**src/rtl/core_seq_ctrl.sv**
```systemverilog
// Multi-cycle control sequencer for the single-issue 64-bit core: fetch, decode,
// execute and write-back sequencing, PC/instret ownership and halt/fault reporting.
module core_seq_ctrl #(
  parameter logic [63:0] RESET_PC      = 64'h0,
  parameter int unsigned FETCH_TIMEOUT = 16
) (
  input  logic        clk,
  input  logic        rst_n,
  input  logic        run,
  output logic        imem_req,
  output logic [63:0] imem_addr,
  input  logic        imem_ready,
  input  logic [31:0] imem_rdata,
  output logic [31:0] instr_q,
  output logic        imm_sel,
  output logic [1:0]  alu_op,
  output logic [4:0]  rf_raddr,
  output logic [4:0]  rf_waddr,
  output logic        rf_we,
  output logic [63:0] pc,
  output logic [31:0] instret,
  output logic        halted,
  output logic [1:0]  fault
);

  localparam int unsigned XLEN    = 64;
  localparam int unsigned ILEN    = 32;
  localparam int unsigned CNT_W   = 32;
  localparam int unsigned TMO_W   = 8;
  localparam int unsigned OPC_W   = 9;
  localparam int unsigned ALU_W   = 2;
  localparam int unsigned FAULT_W = 2;

  localparam logic [TMO_W-1:0] TMO_LAST = TMO_W'(FETCH_TIMEOUT - 1);

  localparam logic [OPC_W-1:0] OPC_MOVZ = 9'b110100101;
  localparam logic [OPC_W-1:0] OPC_ADDI = 9'b100100001;
  localparam logic [OPC_W-1:0] OPC_SUBI = 9'b110100010;
  localparam logic [ILEN-1:0]  INSN_HLT = 32'hD440_0000;

  localparam logic [ALU_W-1:0] ALU_PASS_B = 2'b00;
  localparam logic [ALU_W-1:0] ALU_ADD    = 2'b01;
  localparam logic [ALU_W-1:0] ALU_SUB    = 2'b10;

  localparam logic [FAULT_W-1:0] FAULT_NONE    = 2'b00;
  localparam logic [FAULT_W-1:0] FAULT_ILLEGAL = 2'b01;
  localparam logic [FAULT_W-1:0] FAULT_TIMEOUT = 2'b10;

  localparam logic [XLEN-1:0] PC_STEP = 64'd4;

  typedef enum logic [2:0] {
    S_IDLE   = 3'd0,
    S_FETCH  = 3'd1,
    S_DECODE = 3'd2,
    S_EXEC   = 3'd3,
    S_WB     = 3'd4,
    S_HALT   = 3'd5
  } state_t;

  state_t             state;
  state_t             state_d;
  logic [TMO_W-1:0]   tmo_cnt;
  logic [TMO_W-1:0]   tmo_cnt_d;
  logic [ILEN-1:0]    instr_d;
  logic [XLEN-1:0]    pc_d;
  logic [CNT_W-1:0]   instret_d;
  logic               imem_req_d;
  logic               rf_we_d;
  logic               imm_sel_d;
  logic [ALU_W-1:0]   alu_op_d;
  logic               halted_d;
  logic [FAULT_W-1:0] fault_d;
  logic [OPC_W-1:0]   opcode;

  assign opcode    = instr_q[31:23];
  assign imem_addr = pc;
  assign rf_raddr  = instr_q[9:5];
  assign rf_waddr  = instr_q[4:0];

  // State and registered outputs.
  always_ff @(posedge clk or negedge rst_n) begin
    if (!rst_n) begin
      state    <= S_IDLE;
      tmo_cnt  <= '0;
      instr_q  <= '0;
      pc       <= RESET_PC;
      instret  <= '0;
      imem_req <= 1'b0;
      rf_we    <= 1'b0;
      imm_sel  <= 1'b0;
      alu_op   <= ALU_PASS_B;
      halted   <= 1'b0;
      fault    <= FAULT_NONE;
    end else begin
      state    <= state_d;
      tmo_cnt  <= tmo_cnt_d;
      instr_q  <= instr_d;
      pc       <= pc_d;
      instret  <= instret_d;
      imem_req <= imem_req_d;
      rf_we    <= rf_we_d;
      imm_sel  <= imm_sel_d;
      alu_op   <= alu_op_d;
      halted   <= halted_d;
      fault    <= fault_d;
    end
  end

  // Next-state logic; decode outputs are zero unless the next state is EXEC or WB.
  always_comb begin
    state_d   = state;
    tmo_cnt_d = tmo_cnt;
    instr_d   = instr_q;
    pc_d      = pc;
    instret_d = instret;
    imm_sel_d = 1'b0;
    alu_op_d  = ALU_PASS_B;
    fault_d   = fault;

    unique case (state)
      S_IDLE: begin
        tmo_cnt_d = '0;
        if (run) begin
          state_d = S_FETCH;
        end
      end

      S_FETCH: begin
        if (imem_ready) begin
          instr_d   = imem_rdata;
          tmo_cnt_d = '0;
          state_d   = S_DECODE;
        end else if (tmo_cnt == TMO_LAST) begin
          tmo_cnt_d = '0;
          fault_d   = FAULT_TIMEOUT;
          state_d   = S_HALT;
        end else begin
          tmo_cnt_d = tmo_cnt + TMO_W'(1);
        end
      end

      S_DECODE: begin
        case (opcode)
          OPC_MOVZ: begin
            alu_op_d  = ALU_PASS_B;
            imm_sel_d = 1'b1;
            state_d   = S_EXEC;
          end
          OPC_ADDI: begin
            alu_op_d  = ALU_ADD;
            imm_sel_d = 1'b1;
            state_d   = S_EXEC;
          end
          OPC_SUBI: begin
            alu_op_d  = ALU_SUB;
            imm_sel_d = 1'b1;
            state_d   = S_EXEC;
          end
          default: begin
            fault_d = (instr_q == INSN_HLT) ? FAULT_NONE : FAULT_ILLEGAL;
            state_d = S_HALT;
          end
        endcase
      end

      S_EXEC: begin
        alu_op_d  = alu_op;
        imm_sel_d = imm_sel;
        state_d   = S_WB;
      end

      S_WB: begin
        pc_d      = pc + PC_STEP;
        instret_d = instret + CNT_W'(1);
        state_d   = run ? S_FETCH : S_IDLE;
      end

      S_HALT: begin
        state_d = S_HALT;
      end

      default: begin
        state_d = S_IDLE;
      end
    endcase

    // Strobes are registered versions of the state being entered.
    imem_req_d = (state_d == S_FETCH);
    rf_we_d    = (state_d == S_WB);
    halted_d   = halted | (state_d == S_HALT);
  end

endmodule

```
**config.mk**
```make
export PLATFORM = sky130hd
export DESIGN_NAME = core_seq_ctrl
export DESIGN_NICKNAME = d
export VERILOG_FILES = /design/src/rtl/core_seq_ctrl.sv
export SDC_FILE = /design/constraint.sdc
export NUM_CORES = 1
export LEC_CHECK = 0
export CELL_PAD_IN_SITES_DETAIL_PLACEMENT = 1
export CELL_PAD_IN_SITES_GLOBAL_PLACEMENT = 1
export CORE_MARGIN = 2
export CORE_UTILIZATION = 37
export DETAILED_ROUTE_END_ITERATION = 12
export PLACE_DENSITY_LB_ADDON = 0.1
export SLEW_MARGIN = 20
export SYNTH_ARGS = -nofsm -noshare
export SYNTH_HDL_FRONTEND = slang
export SYNTH_SLANG_ARGS = --single-unit
```
**constraint.sdc**
```tcl
create_clock -name clk -period 3.83 [get_ports clk]
set_clock_uncertainty 0.05 [all_clocks]
set_input_delay 0.383 -clock clk [delete_from_list [all_inputs] [get_ports clk]]
set_output_delay 0.383 -clock clk [all_outputs]
set_load 0.01 [all_outputs]
```
==> results.txt, run 1 <==
----------------------------------------------------
[Outcome]
  Outcome ... finished, violations left
  Violated checks ... negative hold slack

[Placed design]
  Gpl congestion ... 0.778
  Post-Place Worst Slack ... roughly 1 ns
  Number of placed instances with taps included ... around 1000
  Placed instance area ... between 9000 and 10000 sq um
  HPWL after detailed placement ... around 14000 um
  Count of port buffers added during placement ... 241

[Setup path]
  Nature of the critical path startpoint ... flop
  CP Capture Type ... flop
  Number of cells on the worst reg-to-reg path ... 5
  Max Fanout on Critical Path ... 18
  Setup slack of the most critical reg-to-reg path ... around 1 ns
  Kind of critical path ... flop to flop
  Endpoint of the worst register-to-register path ... imem_addr[52]
  Signal arrival time at the worst endpoint ... just over 3 ns
  Launching point of the worst reg2reg path ... state[0]
  Required time of the critical path ... 4.12 ns

[Route]
  Total number of vias ... between 5000 and 6000
  First-pass iteration count of the detailed router ... 4
  Final routed DRC violation total ... 0
  Wire length after detailed routing ... around 19000 um
  WL per Instance ... between 15 and 20 um
  Post-DR vias/cell ... roughly 5.0
  Count of nets left with antenna violations after detail routing ... 0
  Detailed Route Iter0 Violations ... 157

[Clock tree]
  Number of buffers added by the clock tree synthesis step ... 17
  TritonCTS Sinks ... between 100 and 150
  Clock latency reported for the late side of the worst-skew pair ... about 0.42 ns
  Clock input transition at the sequential cells of the worst setup and hold paths ... roughly 0.06 ns
  Post CTS Setup Buffer Count ... 0
  Post-cts gate resize count ... 0
  Clock tree from TritonCTS ... yes
  Master cell of the clock root buffer ... sky130_fd_sc_hd__clkbuf_16
  H-tree depth ... 4
  Clock buffer depth ... 2
  Number of buffers added to fix hold violations after cts ... 0

[Logic synthesis]
  Register area share after synthesis ... ~52%
  Yosys warns ... 0
  Most instantiated flip-flop cell in the synthesis netlist ... sky130_fd_sc_hd__dfrtp_1
  Count of flip-flops with a built-in enable after synthesis ... 0
  Post-synthesis instance area ... approximately 7000 sq um
  Post-synthesis cell count ... between 600 and 700
  Count of different cell masters after synthesis ... 52
  Share of flip-flops with an asynchronous set or reset after synthesis ... 100%
  Fraction of post-synthesis cell area in the top cell type by area ... 51.9%
  Largest cells by area after synthesis ... sky130_fd_sc_hd__dfrtp_1, sky130_fd_sc_hd__buf_4, sky130_fd_sc_hd__xnor2_1
  Register bit count reported by yosys ... approximately 150
  Cell type with the highest aggregate area in the netlist ... sky130_fd_sc_hd__dfrtp_1
  Syn avg cell area ... around 11 sq um

[Layout]
  Share of cells above drive strength 1 ... between 10% and 20%
  Post-Layout Cell Count ... roughly 1100
  Number of antenna cells inserted ... 0
  Area growth from synthesis to final layout ... 39.4%
  Cell area after layout ... roughly 9700 sq um
  Fin nets ... 863

[Pwr]
  Leakage dissipation ... about 4.0 nW
  Peak supply drop ... approximately 0.35 mV
  Power per Cell Area ... 548 nW/um^2
  PnR Total Power ... between 5 and 6 mW

[Global routing]
  Maximum number of pins on one net before global-route repair ... between 90 and 100
  Initial antenna violation count ... 0
  Global-route congestion overflow total ... 0
  Number of global-route vias before repair ... roughly 5800
  GRT Resource Usage Total ... between 10% and 20%
  Global-route wire length before repair ... around 31000 um

[Floorplan]
  Die Outline Area ... approximately 20000 sq um
  Num rows ... 50
  Die Width ... approximately 140 um
  Die height ... 141 um
  Core area ... about 19000 sq um
  Initial standard-cell utilization of the core ... 37.5%
  Boundary pin count ... about 250

[Timing]
  Setup repair after global routing missed its margin ... false
  Setup tns final ... 0 ns
  Slew at the pin closest to its max-slew limit ... just under 0.9 ns
  Final critical path time including I/O delays and setup ... around 2.8 ns
  Max Freq ... 0.354 GHz
  Hold violation total from the final report ... 11
  Hold Worst Slack ... -0.0383 ns
  Final Setup Violations ... 0
  Final slew viol count ... 0
  Worst relative slew slack ... about two fifths
  Fin worst setup slack ... 1.00 ns
  Portion of the clock cycle consumed by the worst path in the final layout ... between 70% and 80%

[Hold path]
  Class of the worst hold path ... input port to async pin

[Job]
  Max capacitance violation total ... 0

----------------------------------------------------
[critical path: stages, from the launching register on]
cell and delay [ns]:
sky130_fd_sc_hd__dfrtp_1 0.57, sky130_fd_sc_hd__nand4bb_1 0.39, sky130_fd_sc_hd__nor4_1 0.34, sky130_fd_sc_hd__nand4_1 0.64, sky130_fd_sc_hd__nor4_1 0.55, sky130_fd_sc_hd__xor2_1 0.20
[cell usage in the layout, fill, tap and decap left out, types with 7 or more instances in the layout]
cell type,instances
sky130_fd_sc_hd__nor4_1,15
sky130_fd_sc_hd__nor2_1,46
sky130_fd_sc_hd__inv_1,17
sky130_fd_sc_hd__xnor2_1,50
sky130_fd_sc_hd__or3_1,7
sky130_fd_sc_hd__xor2_1,44
sky130_fd_sc_hd__dfrtp_1,145
sky130_fd_sc_hd__nor3_1,19
sky130_fd_sc_hd__nand4_1,20
sky130_fd_sc_hd__clkdlybuf4s50_1,240
sky130_fd_sc_hd__nand3_1,34
sky130_fd_sc_hd__o21ai_0,10
sky130_fd_sc_hd__nand2_1,52
sky130_fd_sc_hd__mux2_2,34
sky130_fd_sc_hd__clkbuf_16,17
[registers in the layout (all words and copies together), names as in the netlist]
signal     flops
fault          2
imm_sel        1
instr_q       32
imem_req       1
tmo_cnt        8
state          3
instret       32
alu_op         2
imem_addr     62
halted         1
rf_we          1
[cells by family after synthesis]
kind of cell | Yosys count | share of synthesized area [%]
flops | 145 | 51.9
buf+inv | 107 | 9.97
other cells | 1 | 0.0537
mux | 34 | 5.48
fa+ha+maj | 3 | 0.537
simple gates | 233 | 17.5
xor+xnor | 94 | 11.8
compound gates | 28 | 2.70
[through the flow]
| step | hold WS (ns) | util (%) |
|---|---|---|
| 4_1_cts | 0.0210 | 52.3 |
| 2_1_floorplan | 0.0374 | - |
| 6_report | -0.0383 | 52.3 |
| 5_1_grt | 0.0278 | 52.3 |
| 3_3_place_gp | 0.411 | 48.9 |
| 3_5_place_dp | 0.417 | 48.9 |
[cell type report]
type / count / area, sq um
Clock inverter: 13 / 184
Clock buffer: 19 / 443
Timing Repair Buffer: 247 / 2460
Fill cell: 1973 / 8900
Tap cell: 234 / 293
Sequential cell: 145 / 3630
Inverter: 17 / 63.8
Multi-Input combinational cell: 396 / 2670
[report_power, final]
part | switching [mW] | leakage, nW | internal [mW] | total, mW
combinational | 0.616 | 1.80 | 0.865 | 1.48
sequential | 0.303 | 1.93 | 1.79 | 2.09
clock | 0.661 | 0.300 | 1.11 | 1.77
[how the worst max path moves through the flow]
stage                          to  slack (ns)        from
floorplan             instret[24]        1.75  instret[3]
global placement    imem_addr[46]        1.12    state[0]
finish              imem_addr[52]        1.00    state[0]
global route        imem_addr[52]        0.62    state[0]
detailed placement  imem_addr[52]        0.97    state[0]
CTS                 imem_addr[52]        0.96    state[0]
[routing by layer]
layer	part of all wire, %	global-route usage (%)	vias up
met5	0	0	-
met4	1.3	5.74	0
met3	7.4	6.24	23
met2	49	32.8	186
met1	42	24.6	2657
li1	-	-	2477
[synth_stat cells, types with 2 or more instances]
cell and number:
sky130_fd_sc_hd__or2_2 3, sky130_fd_sc_hd__nor2_2 3, sky130_fd_sc_hd__or3_1 7, sky130_fd_sc_hd__nor4bb_1 2, sky130_fd_sc_hd__xor2_1 44, sky130_fd_sc_hd__xnor2_1 50
sky130_fd_sc_hd__and3_1 6, sky130_fd_sc_hd__o31ai_1 3, sky130_fd_sc_hd__a21oi_1 4, sky130_fd_sc_hd__nand4_1 20, sky130_fd_sc_hd__buf_4 76, sky130_fd_sc_hd__ha_1 3
sky130_fd_sc_hd__nand2b_1 3, sky130_fd_sc_hd__nor2_1 46, sky130_fd_sc_hd__nand2_1 52, sky130_fd_sc_hd__nand3b_1 2, sky130_fd_sc_hd__buf_1 3, sky130_fd_sc_hd__dfrtp_1 145
sky130_fd_sc_hd__inv_1 17, sky130_fd_sc_hd__o21ai_0 10, sky130_fd_sc_hd__nor4_1 15, sky130_fd_sc_hd__nor4b_1 2, sky130_fd_sc_hd__o2bb2ai_1 2, sky130_fd_sc_hd__buf_2 2
sky130_fd_sc_hd__nor3_2 4, sky130_fd_sc_hd__nor4_2 2, sky130_fd_sc_hd__clkbuf_1 8, sky130_fd_sc_hd__nor2b_1 3, sky130_fd_sc_hd__mux2_2 34, sky130_fd_sc_hd__nor3_1 19
sky130_fd_sc_hd__nand3_1 34
(Power assumes the default switching activity.)
==> run 2, diff against run 1 <==
Settings changed: CORE_UTILIZATION 37 to 34.
Clock period 3.83 ns to 2.9 ns, I/O delays scaled along.
==> run 2 against run 1 <==
  * The run now ends clean
  * Power up 33%
  * Non-clock buffer count is 2 higher
  * Critical path depth unchanged
  * Sequential share of layout area shrank 0.31 points
  * Die area increased by 8.6%
  * Critical path type unchanged
  * Largest power group unchanged
==> results.txt, run 2 (synthesis results as in run 1) <==
----------------------------------------------------
[Outcome]
  Outcome ... finished clean (was finished, violations left)

[Timing]
  Slew at the pin closest to its max-slew limit ... 0.664 ns (was 0.884 ns)
  Final slew viol count ... 0 (unchanged)
  Final critical path time including I/O delays and setup ... 2.25 ns (was 2.83 ns)
  Setup tns final ... 0 ns (unchanged)
  Hold violation total from the final report ... 0 (was 11)
  Max Freq ... 0.445 GHz (was 0.354 GHz)
  Setup repair after global routing missed its margin ... false (unchanged)
  Hold Worst Slack ... 0.392 ns (was -0.0383 ns)
  Portion of the clock cycle consumed by the worst path in the final layout ... 77.5% (was 73.8%)
  Final Setup Violations ... 0 (unchanged)
  Worst relative slew slack ... 55.7% (was 41.1%)

[Setup path]
  Signal arrival time at the worst endpoint ... 2.50 ns (was 3.11 ns)
  Required time of the critical path ... 3.15 ns (was 4.12 ns)
  Setup slack of the most critical reg-to-reg path ... 0.65 ns (was 1.00 ns)
  Cells along the critical path ... and4bb_2, nand3_1, nor4_2, nand4_1, xnor2_1 (was nand4bb_1, nor4_1, nand4_1, nor4_1, xor2_1)
  Worst path bufs/invs ... 0 (unchanged)
  Launching point of the worst reg2reg path ... state[1] (was state[0])
  Delay of the slowest critical-path stage ... 0.58 ns (was 0.64 ns)
  Kind of critical path ... flop to flop (unchanged)
  Delay-heaviest family, CP ... simple AND/OR/NAND/NOR gates (unchanged)
  Number of cells on the worst reg-to-reg path ... 5 (unchanged)
  Max Fanout on Critical Path ... 12 (was 18)
  Slowest cell on the critical path ... sky130_fd_sc_hd__nor4_2 (was sky130_fd_sc_hd__nand4_1)
  Nature of the critical path startpoint ... flop (unchanged)
  Endpoint of the worst register-to-register path ... instret[31] (was imem_addr[52])
  CP Capture Type ... flop (unchanged)

[Layout]
  Layout filler cell count ... 2153 (was 1973)
  Most frequent cells in the layout ... sky130_fd_sc_hd__clkdlybuf4s50_1, sky130_fd_sc_hd__dfrtp_1, sky130_fd_sc_hd__nand2_1 (unchanged)
  Area of combinational cells with multiple inputs ... 2670 sq um (unchanged)
  Sequential cell area ... 3630 sq um (unchanged)
  Share of cells above drive strength 1 ... 10.6% (was 10.8%)
  Final core utilization ... 48.6% (was 52.3%)
  Fin nets ... 865 (was 863)
  Most common cell after layout, fill and taps aside ... sky130_fd_sc_hd__clkdlybuf4s50_1 (unchanged)
  Flip-flop count of the largest register, all copies and words added ... 62 (unchanged)
  Number of antenna cells inserted ... 0 (unchanged)
  Area growth from synthesis to final layout ... 40.6% (was 39.4%)

[Route]
  Post-DR vias/cell ... 4.80 (was 4.99)
  Detailed Route Iter0 Violations ... 112 (was 157)
  Total number of vias ... 5318 (was 5343)
  First-pass iteration count of the detailed router ... 4 (unchanged)
  Final routed DRC violation total ... 0 (unchanged)
  Count of nets left with antenna violations after detail routing ... 0 (unchanged)
  WL per Instance ... 16.7 um (was 17.7 um)
  Wire length after detailed routing ... 18500 um (was 18900 um)

[Hold path]
  Class of the worst hold path ... input port to async pin (unchanged)

[Floorplan]
  Boundary pin count ... 246 (unchanged)
  Initial standard-cell utilization of the core ... 34.5% (was 37.5%)
  Num rows ... 52 (was 50)
  Core area ... 20200 sq um (was 18600 sq um)
  Die Outline Area ... 21700 sq um (was 20000 sq um)
  Die Width ... 147 um (was 141 um)
  Die height ... 147 um (was 141 um)

[Clock tree]
  TritonCTS Sinks ... 145 (unchanged)
  Post-cts gate resize count ... 0 (unchanged)
  Clock input transition at the sequential cells of the worst setup and hold paths ... 0.06 ns (about the same)
  Clock buffer depth ... 2 (unchanged)
  Number of buffers added by the clock tree synthesis step ... 17 (unchanged)
  H-tree depth ... 4 (unchanged)
  Clock tree from TritonCTS ... yes (unchanged)
  Master cell of the clock root buffer ... sky130_fd_sc_hd__clkbuf_16 (unchanged)
  Clock latency reported for the late side of the worst-skew pair ... 0.42 ns (about the same)

[Global routing]
  Initial antenna violation count ... 0 (unchanged)
  Global-route congestion overflow total ... 0 (unchanged)
  Number of global-route vias before repair ... 5730 (was 5752)
  GRT Resource Usage Total ... 17.9% (was 19.7%)
  Maximum number of pins on one net before global-route repair ... 70 (was 91)
  Global-route wire length before repair ... 30700 um (was 31100 um)

[Pwr]
  Leakage dissipation ... 4.05 nW (was 4.03 nW)
  PnR Total Power ... 7.10 mW (was 5.34 mW)
  Peak supply drop ... 0.448 mV (was 0.353 mV)
  Power per Cell Area ... 722 nW/um^2 (was 548 nW/um^2)

[Placed design]
  Count of port buffers added during placement ... 241 (unchanged)
  HPWL after detailed placement ... 13900 um (was 14000 um)
  Gpl congestion ... 0.772 (was 0.778)

[Job]
  Max capacitance violation total ... 0 (unchanged)

----------------------------------------------------
[run 2: cell types whose count changed in the layout (fill, tap and decap cells not counted), sizes merged]
cell	delta
clkinv	+1
inv	-2
bufinv	+1
buf	+1
dlygate4sd3	+1
clkinvlp	-2
clkbuf	+1
[run 2: metal layers]
metal	GRT usage [%]	routed length, um	share of wire (%)
met2	30.1	9220	50
met4	5.63	222	1.2
met3	5.81	1290	6.9
met1	21.8	7810	42
met5	0	0	0
[run 2: cell type report]
class	instances	share of cell area, %
Inverter	17	0.649
Sequential cell	145	36.9
Tap cell	270	3.44
Clock inverter	11	1.90
Timing Repair Buffer	249	25.3
Multi-Input combinational cell	396	27.2
Clock buffer	20	4.55
[run 2: how the worst max path moves through the flow]
stage	from	endpoint	slack (ns)	depth (start not counted)
finish	state[1]	instret[31]	0.65	5
global route	state[1]	imem_addr[52]	0.31	6
CTS	state[1]	instret[31]	0.62	5
detailed placement	imem_ready	tmo_cnt[4]	0.53	6
global placement	imem_ready	tmo_cnt[5]	0.64	4
floorplan	instret[3]	instret[24]	0.82	7
[run 2: where the power goes]
part	total, mW	internal [mW]	switching (mW)
registers	2.74	2.36	0.375
clock network	2.39	1.54	0.848
logic	1.97	1.16	0.814
[run 2: what timing repair did]
item,4_1_cts,5_1_grt
setup endpoints to repair,0,0
hold endpoints to repair,67,0
hold buffers,1,0
buffers inserted,0,0
[run 2: per-stage QoR]
stage	instance area [sq um]	setup slack [ns]	cells
2_1_floorplan	7000	0.825	648
5_1_grt	9830	0.312	1108
4_1_cts	9830	0.619	1108
3_5_place_dp	9180	0.531	1076
6_report	9830	0.651	1108
3_3_place_gp	9180	0.637	1076
==> run 3, diff against run 2 <==
Settings changed: CORE_UTILIZATION 34 to 31.
Clock period 2.9 ns to 1.85 ns, I/O delays scaled along.
==> run 3 against run 2 <==
  * The run now ends with negative setup slack left
  * Cell count increased by 12%
  * Die area increased by 9.4%
  * Via count rose by 11%
  * Flip-flop and latch count is the same
  * Sequential share of layout area decreased by 5.2 points
  * Global-route usage barely moved
  * Register-to-register slack got worse by 0.70 ns
  * Non-clock buffer count rose by 126
  * Worst setup slack worse by 0.70 ns
  * Fmax grew 19%
  * First-iteration DRC count rose by 5.4%
  * Utilization grew 3.6 points
  * Largest cell class unchanged
  * Highest routed layer unchanged
==> results.txt, run 3 (synthesis results as in run 1) <==
----------------------------------------------------
[Outcome]
  Outcome ... finished, violations left (was finished clean)
  Violated checks ... negative setup slack

[Layout]
  Flip-flop count of the largest register, all copies and words added ... 62 (unchanged)
  Number of antenna cells inserted ... 0 (unchanged)
  Layout filler cell count ... 2306 (was 2153)
  Final core utilization ... 52.2% (was 48.6%)
  Fin nets ... 992 (was 865)
  Sequential cell area ... 3630 sq um (about the same)
  Cell area after layout ... 11500 sq um (was 9830 sq um)
  Most common cell after layout, fill and taps aside ... sky130_fd_sc_hd__clkdlybuf4s50_1 (unchanged)
  Area of combinational cells with multiple inputs ... 3250 sq um (was 2670 sq um)
  Area growth from synthesis to final layout ... 63.9% (was 40.6%)
  Most frequent cells in the layout ... sky130_fd_sc_hd__clkdlybuf4s50_1, sky130_fd_sc_hd__dfrtp_1, sky130_fd_sc_hd__buf_4 (was sky130_fd_sc_hd__clkdlybuf4s50_1, sky130_fd_sc_hd__dfrtp_1, sky130_fd_sc_hd__nand2_1)
  Share of cells above drive strength 1 ... 30.6% (was 10.6%)

[Clock tree]
  Number of buffers added by the clock tree synthesis step ... 17 (unchanged)
  Clock latency reported for the late side of the worst-skew pair ... 0.43 ns (was 0.42 ns)
  TritonCTS Sinks ... 145 (unchanged)
  Master cell of the clock root buffer ... sky130_fd_sc_hd__clkbuf_16 (unchanged)
  Clock tree from TritonCTS ... yes (unchanged)
  H-tree depth ... 4 (unchanged)
  Clock input transition at the sequential cells of the worst setup and hold paths ... 0.06 ns (about the same)
  Clock buffer depth ... 2 (unchanged)

[Timing]
  Hold violation total from the final report ... 0 (unchanged)
  Max Freq ... 0.528 GHz (was 0.445 GHz)
  Final slew viol count ... 0 (unchanged)
  Hold Worst Slack ... 0.248 ns (was 0.392 ns)
  Final critical path time including I/O delays and setup ... 1.90 ns (was 2.25 ns)
  Portion of the clock cycle consumed by the worst path in the final layout ... 102% (was 77.5%)
  Setup repair after global routing missed its margin ... true (was false)
  Fin worst setup slack ... -0.0454 ns (was 0.651 ns)
  Final Setup Violations ... 17 (was 0)

[Floorplan]
  Boundary pin count ... 246 (unchanged)
  Core area ... 22000 sq um (was 20200 sq um)
  Die Width ... 154 um (was 147 um)
  Die height ... 154 um (was 147 um)
  Die Outline Area ... 23800 sq um (was 21700 sq um)
  Num rows ... 54 (was 52)
  Initial standard-cell utilization of the core ... 31.8% (was 34.5%)

[Placed design]
  HPWL after detailed placement ... 15200 um (was 13900 um)
  Placed instance area ... 10100 sq um (was 9180 sq um)
  Count of port buffers added during placement ... 241 (unchanged)
  Post-Place Worst Slack ... -0.234 ns (was 0.531 ns)
  Gpl congestion ... 0.772 (about the same)

[Global routing]
  Maximum number of pins on one net before global-route repair ... 74 (was 70)
  GRT Resource Usage Total ... 17.9% (about the same)
  Global-route wire length before repair ... 33900 um (was 30700 um)
  Global-route congestion overflow total ... 0 (unchanged)
  Initial antenna violation count ... 0 (unchanged)
  Number of global-route vias before repair ... 6488 (was 5730)

[Hold path]
  Class of the worst hold path ... input port to async pin (unchanged)

[Pwr]
  Portion of total power attributed to the clock network ... 30.9% (was 33.6%)
  Int Pwr ... 8.16 mW (was 5.06 mW)
  Sequential Power Share ... 36.1% (was 38.6%)
  Net switching power ... 3.54 mW (was 2.04 mW)
  Switching power share of the total ... 30.3% (was 28.7%)
  Leakage dissipation ... 5.05 nW (was 4.05 nW)
  Power per Cell Area ... 1020 nW/um^2 (was 722 nW/um^2)
  Logic gate share of total power ... 33.0% (was 27.8%)
  Peak supply drop ... 0.706 mV (was 0.448 mV)
  PnR Total Power ... 11.7 mW (was 7.10 mW)

[Route]
  Post-DR vias/cell ... 4.74 (was 4.80)
  Detailed Route Iter0 Violations ... 118 (was 112)
  Final routed DRC violation total ... 0 (unchanged)
  Wire length after detailed routing ... 21400 um (was 18500 um)
  WL per Instance ... 17.2 um (was 16.7 um)
  Total number of vias ... 5904 (was 5318)
  First-pass iteration count of the detailed router ... 4 (unchanged)
  Count of nets left with antenna violations after detail routing ... 0 (unchanged)

[Job]
  Max capacitance violation total ... 0 (unchanged)

[Setup path]
  Max Fanout on Critical Path ... 8 (was 12)
  Kind of critical path ... flop to flop (unchanged)
  Nature of the critical path startpoint ... flop (unchanged)
  Signal arrival time at the worst endpoint ... 2.19 ns (was 2.50 ns)
  Required time of the critical path ... 2.14 ns (was 3.15 ns)
  Number of cells on the worst reg-to-reg path ... 6 (was 5)
  CP Capture Type ... flop (unchanged)

----------------------------------------------------
==> run 3: per-stage QoR <==
stage,cells,TNS (ns)
CTS,1232,-0.807
finish,1246,-0.286
global placement,1196,-1.16
detailed placement,1196,-3.00
global route,1246,-4.21
floorplan,648,-0.649
==> run 3: final cells by class <==
class                   instances  area share, %
flip-flops and latches        145           31.7
repair buffers                375           30.9
multi-input cells             397           28.4
clock buffers                  18           3.83
well taps                     280           3.06
clock inverters                14           1.56
inverters                      17          0.557
==> run 3: path summary, 6_finish.rpt <==
path	startpoint	slack, ns	end
min in group clk	imem_rdata[30]	0.32	instr_q[30]
max reg2reg	imem_addr[36]	-0.05	imem_addr[63]
max in group asynchronous	rst_n	1.09	instret[3]
max	imem_addr[36]	-0.05	imem_addr[63]
min reg2reg	instret[31]	0.43	instret[31]
min	rst_n	0.25	imem_addr[19]
==> run 3: layer usage <==
metal | track usage [%] | wire [um]
met5 | 0 | 0
met4 | 4.14 | 231
met3 | 6.37 | 1490
met2 | 31.2 | 10900
met1 | 21.1 | 8820
==> run 3: worst max-delay path: stages (launching register included) <==
cell	delay, ns
sky130_fd_sc_hd__dfrtp_1	0.42
sky130_fd_sc_hd__nand4_1	0.25
sky130_fd_sc_hd__nor2_1	0.24
sky130_fd_sc_hd__nand4_1	0.18
sky130_fd_sc_hd__buf_4	0.25
sky130_fd_sc_hd__nor4_4	0.25
sky130_fd_sc_hd__xor2_1	0.18
==> run 3: power groups by stage <==
stage / logic [mW] / registers [mW] / clock network [mW]
after floorplan: 1.48 / 4.43 / 0
after global placement: 3.67 / 4.18 / 0
after detailed placement: 3.74 / 4.22 / 0
after CTS: 3.83 / 4.18 / 3.70
after global routing: 4.17 / 4.31 / 3.85
final: 3.86 / 4.22 / 3.61
==> run 3: what timing repair did <==
item	CTS	global route
hold buffers	1	0
resized for setup	39	76
pin swaps	14	35
endpoints found under the setup margin	43	66
setup buffers	2	14
gates cloned	1	1
endpoints found under the hold margin	145	0
==> RTL change 1 (flow settings as in run 3) <==
Take the reset off `instr_q` and `instret` and load them in a clocked block of their own.
--- a/src/rtl/core_seq_ctrl.sv
+++ b/src/rtl/core_seq_ctrl.sv
@@ -82,9 +82,7 @@
     if (!rst_n) begin
       state    <= S_IDLE;
       tmo_cnt  <= '0;
-      instr_q  <= '0;
       pc       <= RESET_PC;
-      instret  <= '0;
       imem_req <= 1'b0;
       rf_we    <= 1'b0;
       imm_sel  <= 1'b0;
@@ -94,9 +92,7 @@
     end else begin
       state    <= state_d;
       tmo_cnt  <= tmo_cnt_d;
-      instr_q  <= instr_d;
       pc       <= pc_d;
-      instret  <= instret_d;
       imem_req <= imem_req_d;
       rf_we    <= rf_we_d;
       imm_sel  <= imm_sel_d;
@@ -104,6 +100,11 @@
       halted   <= halted_d;
       fault    <= fault_d;
     end
+  end
+
+  always_ff @(posedge clk) begin
+    instr_q <= instr_d;
+    instret <= instret_d;
   end
 
   // Next-state logic; decode outputs are zero unless the next state is EXEC or WB.
Behaviour: differs if rst_n is asserted again (counterexample within 4 cycles, from zero or initial values and one cycle with rst_n low); with rst_n held inactive, the same outputs for 10 cycles.
==> RTL change 1 against run 3 <==
  * The run still ends with setup timing left
  * Area after synthesis decreased by 0.27%
  * Clock power is 2% lower
  * Synthesized cell count down 7.8%
  * Routed wire length down 1.8%
  * Critical path depth shrank 1
  * Critical endpoint is now imem_addr[37]$_DFFE_PN0N_
  * Final cell count decreased by 3.9%
  * Sequential cell count unchanged
  * Worst setup slack worse by 0.047 ns
  * Core utilization decreased by 1.4 points
  * Design area fell by 2.7%
  * Total power down 11%
  * Hold slack worse by 0.086 ns
==> RTL change 1: results (changes against run 3) <==
outcome:
  status: "finished, violations left"
  failed_checks: "setup timing"
synth:
  synthTopCellsByCount: "dfrtp_1 (81), buf_4 (76), edfxtp_1 (64)"
  synth_cell_types: 54  # +3.8%
  synth_edf_count: 64  # +64
  yosys-top-cells-area: "dfrtp_1 (29%), edfxtp_1 (28%), buf_4 (8.2%)"
  seq_area_frac_synth: 0.5666  # +0.04736
  async_reset_ff_frac: 0.5586  # -0.4414
final_layout:
  fin_nets: 943  # -4.9%
  drive_above_1_share: 0.2563  # -0.05015
  fill_cells: 2288  # -0.78%
placed_design:
  gp_congestion: 0.7566  # -1.9%
  dp_hpwl_mm: 15.68  # +3.4%
  placed_cells: 1150  # -3.8%
global_route:
  grt_pass1_vias: 6264  # -3.5%
  grt_start_max_net_pins: 36  # -51%
  gr-usage-all-layers: 0.1813  # +0.002569
drt:
  wl_mm: 21.06  # -1.8%
  viasPerCell: 4.707  # -0.67%
  drtIter0Drc: 226  # +92%
critical_path:
  rr_endpoint: "imem_addr[37]$_DFFE_PN0N_"
  worst-path-max-fanout: 6  # -2
  startpoint: "imem_addr[13]$_DFFE_PN0N_"
timing:
  setup_viol: 15  # -2
  setup_ws_ns: -0.09199  # -0.04659 ns
pwr:
  leakage_nw: 4.563  # -9.6%
  irDropWorstVdd_uv: 598.2  # -15%
==> RTL change 1: critical path: stages (launching register included) <==
cell	delay (ns)
dfrtp_1	0.37
nand3_2	0.13
or4_4	0.60
and4bb_4	0.42
nand4_1	0.12
xnor2_1	0.14
==> RTL change 1: final cells by class <==
class | instances | area [sq um] | share of cell area
Sequential cell | 145 | 3958 | 0.3552
Timing Repair Buffer | 367 | 3428 | 0.3077
Multi-Input combinational cell | 365 | 2783 | 0.2497
Clock buffer | 18 | 429.2 | 0.03852
Tap cell | 280 | 350.3 | 0.03144
Clock inverter | 14 | 163.9 | 0.01471
Inverter | 8 | 30.03 | 0.002695
==> RTL change 1: per-layer routing <==
metal	global-route usage	vias to the layer above	share of wire
li1	-	2647	-
met1	0.2137	2812	0.41
met2	0.3218	158	0.52
met3	0.05778	17	0.063
met4	0.04406	0	0.010
met5	0	-	0
==> RTL change 1: worst min-delay path by stage <==
stage / slack (ns) / to
detailed placement: 0.08 / tmo_cnt[6]$_DFFE_PN0P_
floorplan: -0.16 / alu_op[0]$_DFFE_PN0N_
global route: 0.20 / tmo_cnt[6]$_DFFE_PN0P_
finish: 0.16 / tmo_cnt[6]$_DFFE_PN0P_
CTS: 0.16 / tmo_cnt[6]$_DFFE_PN0P_
global placement: 0.06 / tmo_cnt[6]$_DFFE_PN0P_
==> RTL change 1: report_power, final <==
group | total [W] | switching, W | leakage (nW) | internal (W)
logic | 0.00263 | 0.00123 | 2.60 | 0.00140
clock network | 0.00353 | 0.00142 | 0.279 | 0.00212
registers | 0.00419 | 0.000308 | 1.69 | 0.00388
==> RTL change 1: cell families (layout without fill, tap and decap cells) <==
kind of cell	count (synthesis)	after routing	synth area share
AOI/OAI and AO/OA	27	27	0.02442
and+or+nand+nor	236	236	0.1946
adders and majority gates	3	3	0.005387
xor gates and xnor gates	93	93	0.1169
other	1	4	0.0005381
buffers and inverters	88	407	0.08851
muxes	2	2	0.003052
DFF	145	145	0.5666
==> RTL change 1: timing repair <==
item	in CTS	in global routing
buffers inserted	6	8
pin swaps	16	32
resized for setup	30	42
setup endpoints to repair	47	56
hold buffers	1	0
hold endpoints to repair	64	0
==> RTL change 1: through the flow <==
stage	total power, W	TNS, ns	area [sq um]	setup slack [ns]
floorplan	0.005342	-11.52	7074	-0.6597
global route	0.01086	-3.734	11140	-0.2306
global placement	0.006701	-2.043	10090	-0.1748
finish	0.01035	-0.5658	11140	-0.09199
CTS	0.01042	-0.6101	10900	-0.09888
detailed placement	0.006790	-4.367	10090	-0.2556
==> RTL change 2 (settings of run 3) <==
Made on the original files. `FETCH_TIMEOUT`: 16 -> 15.
--- a/src/rtl/core_seq_ctrl.sv
+++ b/src/rtl/core_seq_ctrl.sv
@@ -2,7 +2,7 @@
 // execute and write-back sequencing, PC/instret ownership and halt/fault reporting.
 module core_seq_ctrl #(
   parameter logic [63:0] RESET_PC      = 64'h0,
-  parameter int unsigned FETCH_TIMEOUT = 16
+  parameter int unsigned FETCH_TIMEOUT = 15
 ) (
   input  logic        clk,
   input  logic        rst_n,
Formal check against the unedited RTL: no difference found for any inputs over 10 cycles, from zero or initial values and one cycle with rst_n low; that may be too few to reach the edited logic, so the function may still have changed.
==> RTL change 2 against run 3 <==
  * Worst setup slack got worse by 0.094 ns
  * Final cell count grew 3.2%
  * Area after synthesis increased by 1.3%
  * The run still ends with setup timing left
  * Design area increased by 3.0%
  * Largest cell class is now buffers
  * Count of clock-buffer cells in the layout increased by 1
  * Sequential cell count unchanged
  * Routed wire length is 7.8% higher
Power is not compared: it rests on default switching activity, and its combinational part moved more than twofold at a synthesized area within 25%.
==> RTL change 2: results (changes against run 3) <==
timing:
  whs_ns: 0.2159  # -0.03213 ns
  setup_viol: 35  # +18
  setup_ws_ns: -0.1397  # -0.09425 ns
  setup_tns_ns: -2.085  # -1.799 ns
outcome:
  failed_checks: "setup timing"
  status: "finished, violations left"
placed_design:
  dpl_cell_area_sq_um: 10270  # +1.3%
  placed_cells: 1228  # +2.7%
  gp_congestion: 0.8269  # +7.2%
  pre_cts_ws_ns: -0.3706  # -0.1366 ns
  dp_hpwl_mm: 16.68  # +10%
critical_path:
  critPathArrivalTime_ns: 2.24  # +0.05 ns
  rr_endpoint: "imem_addr[60]$_DFFE_PN0N_"
  reg2reg_from: "state[1]$_DFF_PN0_"
  worst-path-max-fanout: 10  # +2
global_route:
  grt_pass1_wl_mm: 36.18  # +6.8%
  grt_start_max_net_pins: 48  # -35%
  gr-usage-all-layers: 0.1895  # +0.01076
  grt_pass1_vias: 6729  # +3.7%
final_layout:
  largest_register_ffs: 62  # unchanged
  inverters: 17  # unchanged
  register_area_sq_um: 3633  # about the same
  post-route-util: 0.5242  # +0.002677
  clkbuf_count: 19  # +1
  fin_nets: 1028  # +3.6%
  buffer_area_frac: 0.3167  # +0.007746
  multi_input_cells: 410  # +3.3%
  multiInputGateArea_sq_um: 3413  # +5.1%
  fill_cells: 2385  # +3.4%
  clock_cell_area_share: 0.05028  # -0.003696
  drive_above_1_share: 0.3117  # +0.005270
pwr:
  pwr-share-clk: 0.514
  pwr.group.clock_w: 0.00353
  power_frac_seq: 0.462
synth:
  yosys-top-cells-area: "dfrtp_1 (51%), buf_4 (8.2%), xnor2_1 (6.8%)"
  postSynthCellCount: 657  # +1.9%
  synthTopCellsByCount: "dfrtp_1 (145), buf_4 (77), xnor2_1 (55)"
  seq_area_frac_synth: 0.5125  # -0.006790
  synth_cell_types: 45  # -13%
drt:
  drtIter0Drc: 191  # +62%
  viasPerCell: 4.767  # +0.61%
  wl_mm: 23.11  # +7.8%
  num_vias: 6131  # +3.8%
floorplan:
  row_count: 55  # +1.9%
clocking:
  clockBufferDepth: 2  # unchanged
[RTL change 2: logic make-up after synthesis]
kind of cell,share of synthesized area
AOI/OAI and AO/OA,0.02439
DFF,0.5125
buffers and inverters,0.09966
other,0.0005296
and+or+nand+nor,0.1871
xor gates and xnor gates,0.1163
adders and majority gates,0.007069
muxes,0.05248
[RTL change 2: layer usage]
metal | global-route usage | vias up | share of wire
li1 | - | 2863 | -
met1 | 0.2324 | 3107 | 0.42
met2 | 0.3357 | 145 | 0.52
met3 | 0.04735 | 16 | 0.045
met4 | 0.04409 | 0 | 0.011
met5 | 0 | - | 0
[RTL change 2: timing repair]
| action | 4_1_cts | 5_1_grt |
|---|---|---|
| gates resized for setup | 64 | 83 |
| setup endpoints to repair | 76 | 84 |
| cloned | 0 | 2 |
| hold buffers | 1 | 0 |
| pin swaps | 21 | 40 |
| endpoints found under the hold margin | 42 | 0 |
| buffers inserted | 7 | 19 |
[RTL change 2: worst max-delay path: stages, from the launching register on]
cell	delay (ns)
dfrtp_1	0.38
or3b_4	0.41
or3_4	0.41
nor4_4	0.15
buf_6	0.18
nand4_1	0.13
xnor2_1	0.15
[RTL change 2: worst max-delay path by stage]
stage                                   startpoint                         to  depth (start not counted)
after floorplan                 state[1]$_DFF_PN0_  imem_addr[54]$_DFFE_PN0N_                          8
after global placement          state[0]$_DFF_PN0_  imem_addr[61]$_DFFE_PN0N_                          6
after detailed placement        state[0]$_DFF_PN0_  imem_addr[61]$_DFFE_PN0N_                          6
after CTS                   tmo_cnt[0]$_DFFE_PN0P_         imem_req$_DFF_PN0_                          9
after global routing      imem_addr[3]$_DFFE_PN0N_  imem_addr[60]$_DFFE_PN0N_                          7
final                           state[1]$_DFF_PN0_  imem_addr[60]$_DFFE_PN0N_                          6
